$ cat config.mk
export PLATFORM = sky130hd
export DESIGN_NAME = mux4_rr_arb_flat
export DESIGN_NICKNAME = d
export VERILOG_FILES = /design/src/rtl/mux4_arb_pkg.sv /design/src/rtl/mux4_rr_arb_if.sv /design/src/rtl/rr_pick4.sv /design/src/rtl/mux4_rr_arb.sv /design/src/flat_wrapper.sv
export SDC_FILE = /design/constraint.sdc
export NUM_CORES = 1
export LEC_CHECK = 0
export BUFFER_PORTS_ARGS = -buffer_cell sky130_fd_sc_hd__buf_2
export CAP_MARGIN = 20
export CORE_MARGIN = 2
export CORE_UTILIZATION = 30
export DETAILED_ROUTE_END_ITERATION = 8
export PLACE_DENSITY_LB_ADDON = 0.12
export SLEW_MARGIN = 20
export SYNTH_ARGS = -nofsm -noshare
export SYNTH_HDL_FRONTEND = slang
export SYNTH_HIERARCHICAL = 1
export SYNTH_SLANG_ARGS = --single-unit
$ cat constraint.sdc
create_clock -name clk -period 5.4 [get_ports clk]
set_clock_uncertainty 0.1 [all_clocks]
set_input_delay 0.81 -clock clk [delete_from_list [all_inputs] [get_ports clk]]
set_output_delay 0.81 -clock clk [all_outputs]
set_load 0.05 [all_outputs]
$ cat src/rtl/mux4_arb_pkg.sv
// Shared types and constants for the 4-way round-robin mux arbiter.
package mux4_arb_pkg;

    localparam int N_REQ = 4;
    localparam int SEL_W = 2;

    typedef enum logic {
        ARB_IDLE  = 1'b0,
        ARB_GRANT = 1'b1
    } arb_state_t;

    // Registered arbiter response as seen by the requesters and the mux.
    typedef struct packed {
        logic [N_REQ-1:0] gnt;
        logic [SEL_W-1:0] sel;
        logic             busy;
    } arb_rsp_t;

    function automatic logic [N_REQ-1:0] idx2onehot(input logic [SEL_W-1:0] idx);
        return N_REQ'(1) << idx;
    endfunction

endpackage

$ cat src/rtl/mux4_rr_arb_if.sv
// Request/grant bundle between the requesters (master) and the arbiter (slave).
interface mux4_rr_arb_if;
    import mux4_arb_pkg::*;

    logic [N_REQ-1:0] req;
    logic [N_REQ-1:0] gnt;
    logic [SEL_W-1:0] sel;
    logic             busy;

    modport master (output req, input gnt, sel, busy);
    modport slave  (input req, output gnt, sel, busy);
endinterface

$ cat src/rtl/rr_pick4.sv
// Combinational rotating-priority picker: first set req bit at ptr, ptr+1, ... mod 4.
module rr_pick4
    import mux4_arb_pkg::*;
(
    input  logic [N_REQ-1:0] req,
    input  logic [SEL_W-1:0] ptr,
    output logic             found,
    output logic [SEL_W-1:0] idx
);

    logic [N_REQ-1:0][SEL_W-1:0] cand;
    logic [N_REQ-1:0]            hit;

    // Candidate k is the requester k slots after the pointer; SEL_W-bit add wraps mod 4.
    for (genvar k = 0; k < N_REQ; k++) begin : g_cand
        assign cand[k] = ptr + SEL_W'(k);
        assign hit[k]  = req[cand[k]];
    end

    // Lowest rotated slot with a hit wins; scanning downwards leaves the nearest one.
    always_comb begin
        found = |hit;
        idx   = ptr;
        for (int k = N_REQ - 1; k >= 0; k--) begin
            if (hit[k]) idx = cand[k];
        end
    end

endmodule

$ cat src/rtl/mux4_rr_arb.sv
// Round-robin arbiter driving the select of a shared 4:1 mux, with a bounded hold time.
// HOLD_MAX legal range is 1..255.
module mux4_rr_arb
    import mux4_arb_pkg::*;
#(
    parameter int HOLD_MAX = 8
) (
    input  logic          clk,
    input  logic          rst,
    mux4_rr_arb_if.slave  bus
);

    localparam int              CNT_W    = (HOLD_MAX > 1) ? $clog2(HOLD_MAX) : 1;
    localparam logic [CNT_W-1:0] CNT_LAST = CNT_W'(HOLD_MAX - 1);

    arb_state_t       state_q, state_d;
    logic [SEL_W-1:0] ptr_q, ptr_d;
    logic [CNT_W-1:0] cnt_q, cnt_d;
    arb_rsp_t         rsp_q, rsp_d;

    logic             found;
    logic [SEL_W-1:0] win;
    logic             hold;

    // The same pick serves both the idle pick and the release pick: in both
    // cases ptr already points one past the previous winner.
    rr_pick4 u_pick (
        .req   (bus.req),
        .ptr   (ptr_q),
        .found (found),
        .idx   (win)
    );

    // Owner keeps the mux while it still requests and has not used up its hold budget.
    assign hold = (state_q == ARB_GRANT) && bus.req[rsp_q.sel] && (cnt_q < CNT_LAST);

    // State, pointer, counter and output registers.
    always_ff @(posedge clk or posedge rst) begin
        if (rst) begin
            state_q <= ARB_IDLE;
            ptr_q   <= '0;
            cnt_q   <= '0;
            rsp_q   <= '0;
        end else begin
            state_q <= state_d;
            ptr_q   <= ptr_d;
            cnt_q   <= cnt_d;
            rsp_q   <= rsp_d;
        end
    end

    // Next state: enter GRANT on any winner, fall back to IDLE when a release finds nobody.
    always_comb begin
        state_d = state_q;
        case (state_q)
            ARB_IDLE:  if (found) state_d = ARB_GRANT;
            ARB_GRANT: if (!hold && !found) state_d = ARB_IDLE;
            default:   state_d = ARB_IDLE;
        endcase
    end

    // Next outputs: hold counts up, otherwise grant the pick back-to-back or go idle keeping sel.
    always_comb begin
        ptr_d = ptr_q;
        cnt_d = cnt_q;
        rsp_d = rsp_q;
        if (hold) begin
            cnt_d = cnt_q + CNT_W'(1);
        end else if (found) begin
            rsp_d.gnt  = idx2onehot(win);
            rsp_d.sel  = win;
            rsp_d.busy = 1'b1;
            cnt_d      = '0;
            ptr_d      = win + SEL_W'(1);
        end else begin
            rsp_d.gnt  = '0;
            rsp_d.busy = 1'b0;
            cnt_d      = '0;
        end
    end

    assign bus.gnt  = rsp_q.gnt;
    assign bus.sel  = rsp_q.sel;
    assign bus.busy = rsp_q.busy;

endmodule

$ cat src/flat_wrapper.sv
// flat-port wrapper written by rule: the top's interface ports become plain ports
module mux4_rr_arb_flat import mux4_arb_pkg::*;
#(
    parameter int HOLD_MAX = 8
)
  (clk, rst, bus_req, bus_gnt, bus_sel, bus_busy);
  mux4_rr_arb_if bus_i ();
  input  logic clk;
  input  logic rst;
  input wire logic [$bits(bus_i.req)-1:0] bus_req;
  output wire logic [$bits(bus_i.gnt)-1:0] bus_gnt;
  output wire logic [$bits(bus_i.sel)-1:0] bus_sel;
  output wire logic [$bits(bus_i.busy)-1:0] bus_busy;
  assign bus_i.req = bus_req;
  assign bus_gnt = bus_i.gnt;
  assign bus_sel = bus_i.sel;
  assign bus_busy = bus_i.busy;
  mux4_rr_arb #(.HOLD_MAX(HOLD_MAX)) u_core (.clk(clk), .rst(rst), .bus(bus_i));
endmodule
==> metrics list <==
* Cell leakage power: 0.000448 uW
- TritonRoute pass-1 iters: 4
* Core Rows: 18
* Port Buffers: 12
- Clock-pin slew on the worst setup and hold paths: 0.08 ns
- Register share of total power: 0.331
- The smallest clock period supported by the final layout is computed as 2.29 ns.
* Worst min-delay path class: reg -> reg
- Net total in the final layout: 99
- The clock passes through at most 2 buffers.
- From synthesis to final layout, the design area changed by 15.1%.
- From left edge to right edge, the die measures 53.9 um.
- Synthesis produced a netlist whose cell count is 72.
- Of the total power, the clock network draws 0.117.
- The Yosys step of the flow raised 6 warnings.
- Endpoint of the worst setup timing path: u_core/ptr_q[1]$_DFFE_PP0P_
* Cts bufs inserted: 3
- The flow ran to the end, and the final reports show no timing, DRC or antenna violations.
- Highest ir drop seen on vdd: 0.264 mV
- The initial antenna violation count was 0.
- Clock Tree Root: sky130_fd_sc_hd__clkbuf_4
- The worst pin sits at a relative slew slack of 0.657.
- Worst-Margin Slew: 0.514 ns
* Number of hold buffers added after cts: 0
- CP Capture Type: flop
* Combinational cell fraction of total power: 0.552
- Die Height: 53.9 um
* Boundary Pins: 13
* Mean cell area of the mapped netlist: 10.4 um2
* Pin count of the biggest net entering global routing: 14
- DRC violation total after the first TritonRoute iteration: 6
* Vias after detailed routing: 527
- Design internal power: 273 uW
* Via count of the first global-routing pass: 491
- The count of endpoints failing hold in the final timing report is 0.
- Global routing finished with a remaining overflow of 0.
- Unrepaired setup endpoints after global routing: no
* DR DRC count: 0
- Count of instances resized after the clock tree is built: 0
- In this run the register-to-register setup slack is 3.36 ns.
- In this run the number of H-tree levels came out at 1.
- In this run the standard cell core region covers 0.00241 mm2.
- Terminus of the critical flop-to-flop path: u_core/ptr_q[1]$_DFFE_PP0P_
- At the worst endpoint, the required time is 5.47 ns.
- In this run, placement finished with an instance count of 113.
- Counting every sink on the clock net gives 13.
- Commonest non-fill, non-tap cell in the layout: sky130_fd_sc_hd__dfrtp_1
- After synthesis the cells add up to 748 um2.
- Of the total power, the share spent switching nets is 0.464.
* Final count of pins violating max slew: 0
- Endpoint arrival time on the critical path: 2.35 ns
- In the finished design, the share of the clock period the worst path needs comes to 0.423.
* Switching component of the power: 236 uW
- Wire length reported by the detailed router: 1.34 mm
- The critical path in this run is classified as in -> reg.
* Count of distinct cell types in the synthesized netlist: 25
- The worst register-to-register path begins at u_core/ptr_q[0]$_DFFE_PP0P_.
- The number of nets in the synthesized netlist is 83.
- Max cap viols: 0
- For this design the ratio of total power to cell area is 592 mW/mm2.
- Count of buffers added by post-CTS timing repair for setup: 0
- Total of endpoints with negative setup slack in the final report: 0
- Detailed placement finished with a half-perimeter wire length of 997 um.
- RD Place Congestion: 0.704
- Worst-case reg-to-reg path depth: 6
- Highest fanout seen on the critical path: 6
* Register bit total from synthesis: 13
- Share of cells above drive strength 1: 0.299
* Type of origin of the critical path: input pin
- The die covers 0.00291 mm2.
- The tightest hold path in the finished design has a slack of 0.379 ns.
* GR Util All Layers: 0.114
- Non-filler instance count after layout: 117
* Number of vias per cell after detailed routing: 4.50
- Adding up every negative setup slack in the final design gives 0 ns.
* Starting utilization of the core area: 0.310
- Clock insertion delay at the later pin of the skew report: 0.27 ns
- Static timing analysis puts the maximum clock frequency at 437 MHz.
* Part of the Yosys area used for sequential elements: 0.435
- The repair_antennas step left the layout with diodes totalling 0.
- The first global-routing pass estimated 2.24 mm of wire.
- Dividing the detail-routed wire length by the instance count gives 11.4 um.
* Critical Path Start: bus_req[0]
- TritonCTS built the clock tree.
- Once detail routing completed, the nets flagged for antenna violations numbered 0.
- Most frequent cells in the layout: sky130_fd_sc_hd__dfrtp_1, sky130_fd_sc_hd__buf_2, sky130_fd_sc_hd__inv_1
[how the worst min path moves through the flow]
stage	from	to	cells after the start
after floorplan	u_core/cnt_q[0]$_DFF_PP0_	u_core/cnt_q[0]$_DFF_PP0_	1
after global placement	u_core/cnt_q[0]$_DFF_PP0_	u_core/cnt_q[0]$_DFF_PP0_	1
after detailed placement	u_core/cnt_q[0]$_DFF_PP0_	u_core/cnt_q[0]$_DFF_PP0_	1
after CTS	u_core/cnt_q[0]$_DFF_PP0_	u_core/cnt_q[0]$_DFF_PP0_	1
after global routing	u_core/cnt_q[0]$_DFF_PP0_	u_core/cnt_q[0]$_DFF_PP0_	1
final	u_core/cnt_q[0]$_DFF_PP0_	u_core/cnt_q[0]$_DFF_PP0_	1
[sequential cells by signal (all words and copies together), names as in the netlist]
register,flops
u_core/bus.busy,1
u_core/ptr_q,2
u_core/cnt_q,3
u_core/state_q,1
u_core/bus.gnt,4
u_core/bus.sel,2
[metal layers]
metal,vias to the layer above,global-route usage,wire (um)
met2,5,0.167,601
met3,5,0.0583,51
met5,-,0,0
li1,271,-,-
met4,0,0.0513,23
met1,246,0.137,659
[cells in the mapped netlist]
| library cell | n | share of area |
|---|---|---|
| sky130_fd_sc_hd__xnor2_1 | 1 | 0.012 |
| sky130_fd_sc_hd__o221a_2 | 1 | 0.015 |
| sky130_fd_sc_hd__nor3b_1 | 1 | 0.010 |
| sky130_fd_sc_hd__o22ai_2 | 1 | 0.017 |
| sky130_fd_sc_hd__dfrtp_1 | 13 | 0.43 |
| sky130_fd_sc_hd__and3b_1 | 1 | 0.012 |
| sky130_fd_sc_hd__or2_1 | 1 | 0.0084 |
| sky130_fd_sc_hd__mux2i_1 | 5 | 0.067 |
| sky130_fd_sc_hd__o21ai_0 | 3 | 0.020 |
| sky130_fd_sc_hd__inv_1 | 10 | 0.050 |
| sky130_fd_sc_hd__and2b_1 | 1 | 0.010 |
| sky130_fd_sc_hd__or2b_1 | 1 | 0.010 |
| sky130_fd_sc_hd__mux2_2 | 6 | 0.090 |
| sky130_fd_sc_hd__nand2b_1 | 1 | 0.0084 |
| sky130_fd_sc_hd__ha_1 | 5 | 0.084 |
| sky130_fd_sc_hd__or4_1 | 1 | 0.010 |
| sky130_fd_sc_hd__buf_6 | 1 | 0.015 |
| sky130_fd_sc_hd__nand2_1 | 8 | 0.040 |
| sky130_fd_sc_hd__nand3_1 | 1 | 0.0067 |
| sky130_fd_sc_hd__and2b_2 | 2 | 0.023 |
| sky130_fd_sc_hd__a21oi_2 | 1 | 0.012 |
| sky130_fd_sc_hd__a2bb2oi_1 | 1 | 0.012 |
| sky130_fd_sc_hd__nor3_1 | 1 | 0.0067 |
| sky130_fd_sc_hd__a21oi_1 | 1 | 0.0067 |
| sky130_fd_sc_hd__nor2_1 | 4 | 0.020 |
[cells by family (layout without fill, tap and decap cells)]
logic type / count (synthesis) / count (layout) / share of synthesized area
DFF: 13 / 13 / 0.435
muxes: 11 / 11 / 0.157
and+or+nand+nor: 23 / 23 / 0.166
buffers and inverters: 11 / 26 / 0.0652
AOI/OAI and AO/OA: 8 / 8 / 0.0819
adders and majority gates: 5 / 5 / 0.0836
xor gates and xnor gates: 1 / 1 / 0.0117
[worst max-delay path, stage by stage]
cell,delay (ns)
sky130_fd_sc_hd__buf_2,0.13
sky130_fd_sc_hd__and2b_2,0.19
sky130_fd_sc_hd__or4_1,0.49
sky130_fd_sc_hd__nand2_1,0.14
sky130_fd_sc_hd__inv_1,0.08
sky130_fd_sc_hd__ha_1,0.26
sky130_fd_sc_hd__mux2_2,0.25
[through the flow]
stage / setup slack [ns] / utilization / power (uW) / cell area [um2]
final: 3.11 / 0.357 / 509 / 861
after floorplan: 3.04 / - / 405 / 748
after CTS: 3.13 / 0.357 / 518 / 861
after global routing: 3.03 / 0.357 / 556 / 861
after detailed placement: 2.82 / 0.346 / 456 / 835
after global placement: 2.85 / 0.346 / 455 / 835
[power by group through the flow]
stage	clock (uW)	combinational [uW]	sequential [uW]
final	59.5	281	169
after global routing	69.7	309	177
after CTS	63.4	285	169
after detailed placement	0	284	172
after global placement	0	283	171
after floorplan	0	159	246
[cell type report]
class / count / area [um2]
Clock buffer: 4 / 26.3
Fill cell: 245 / 1550
Inverter: 10 / 37.5
Multi-Input combinational cell: 48 / 374
Sequential cell: 13 / 325
Tap cell: 30 / 37.5
Timing Repair Buffer: 12 / 60.1
Note: power is estimated with default switching activity, not from simulation.
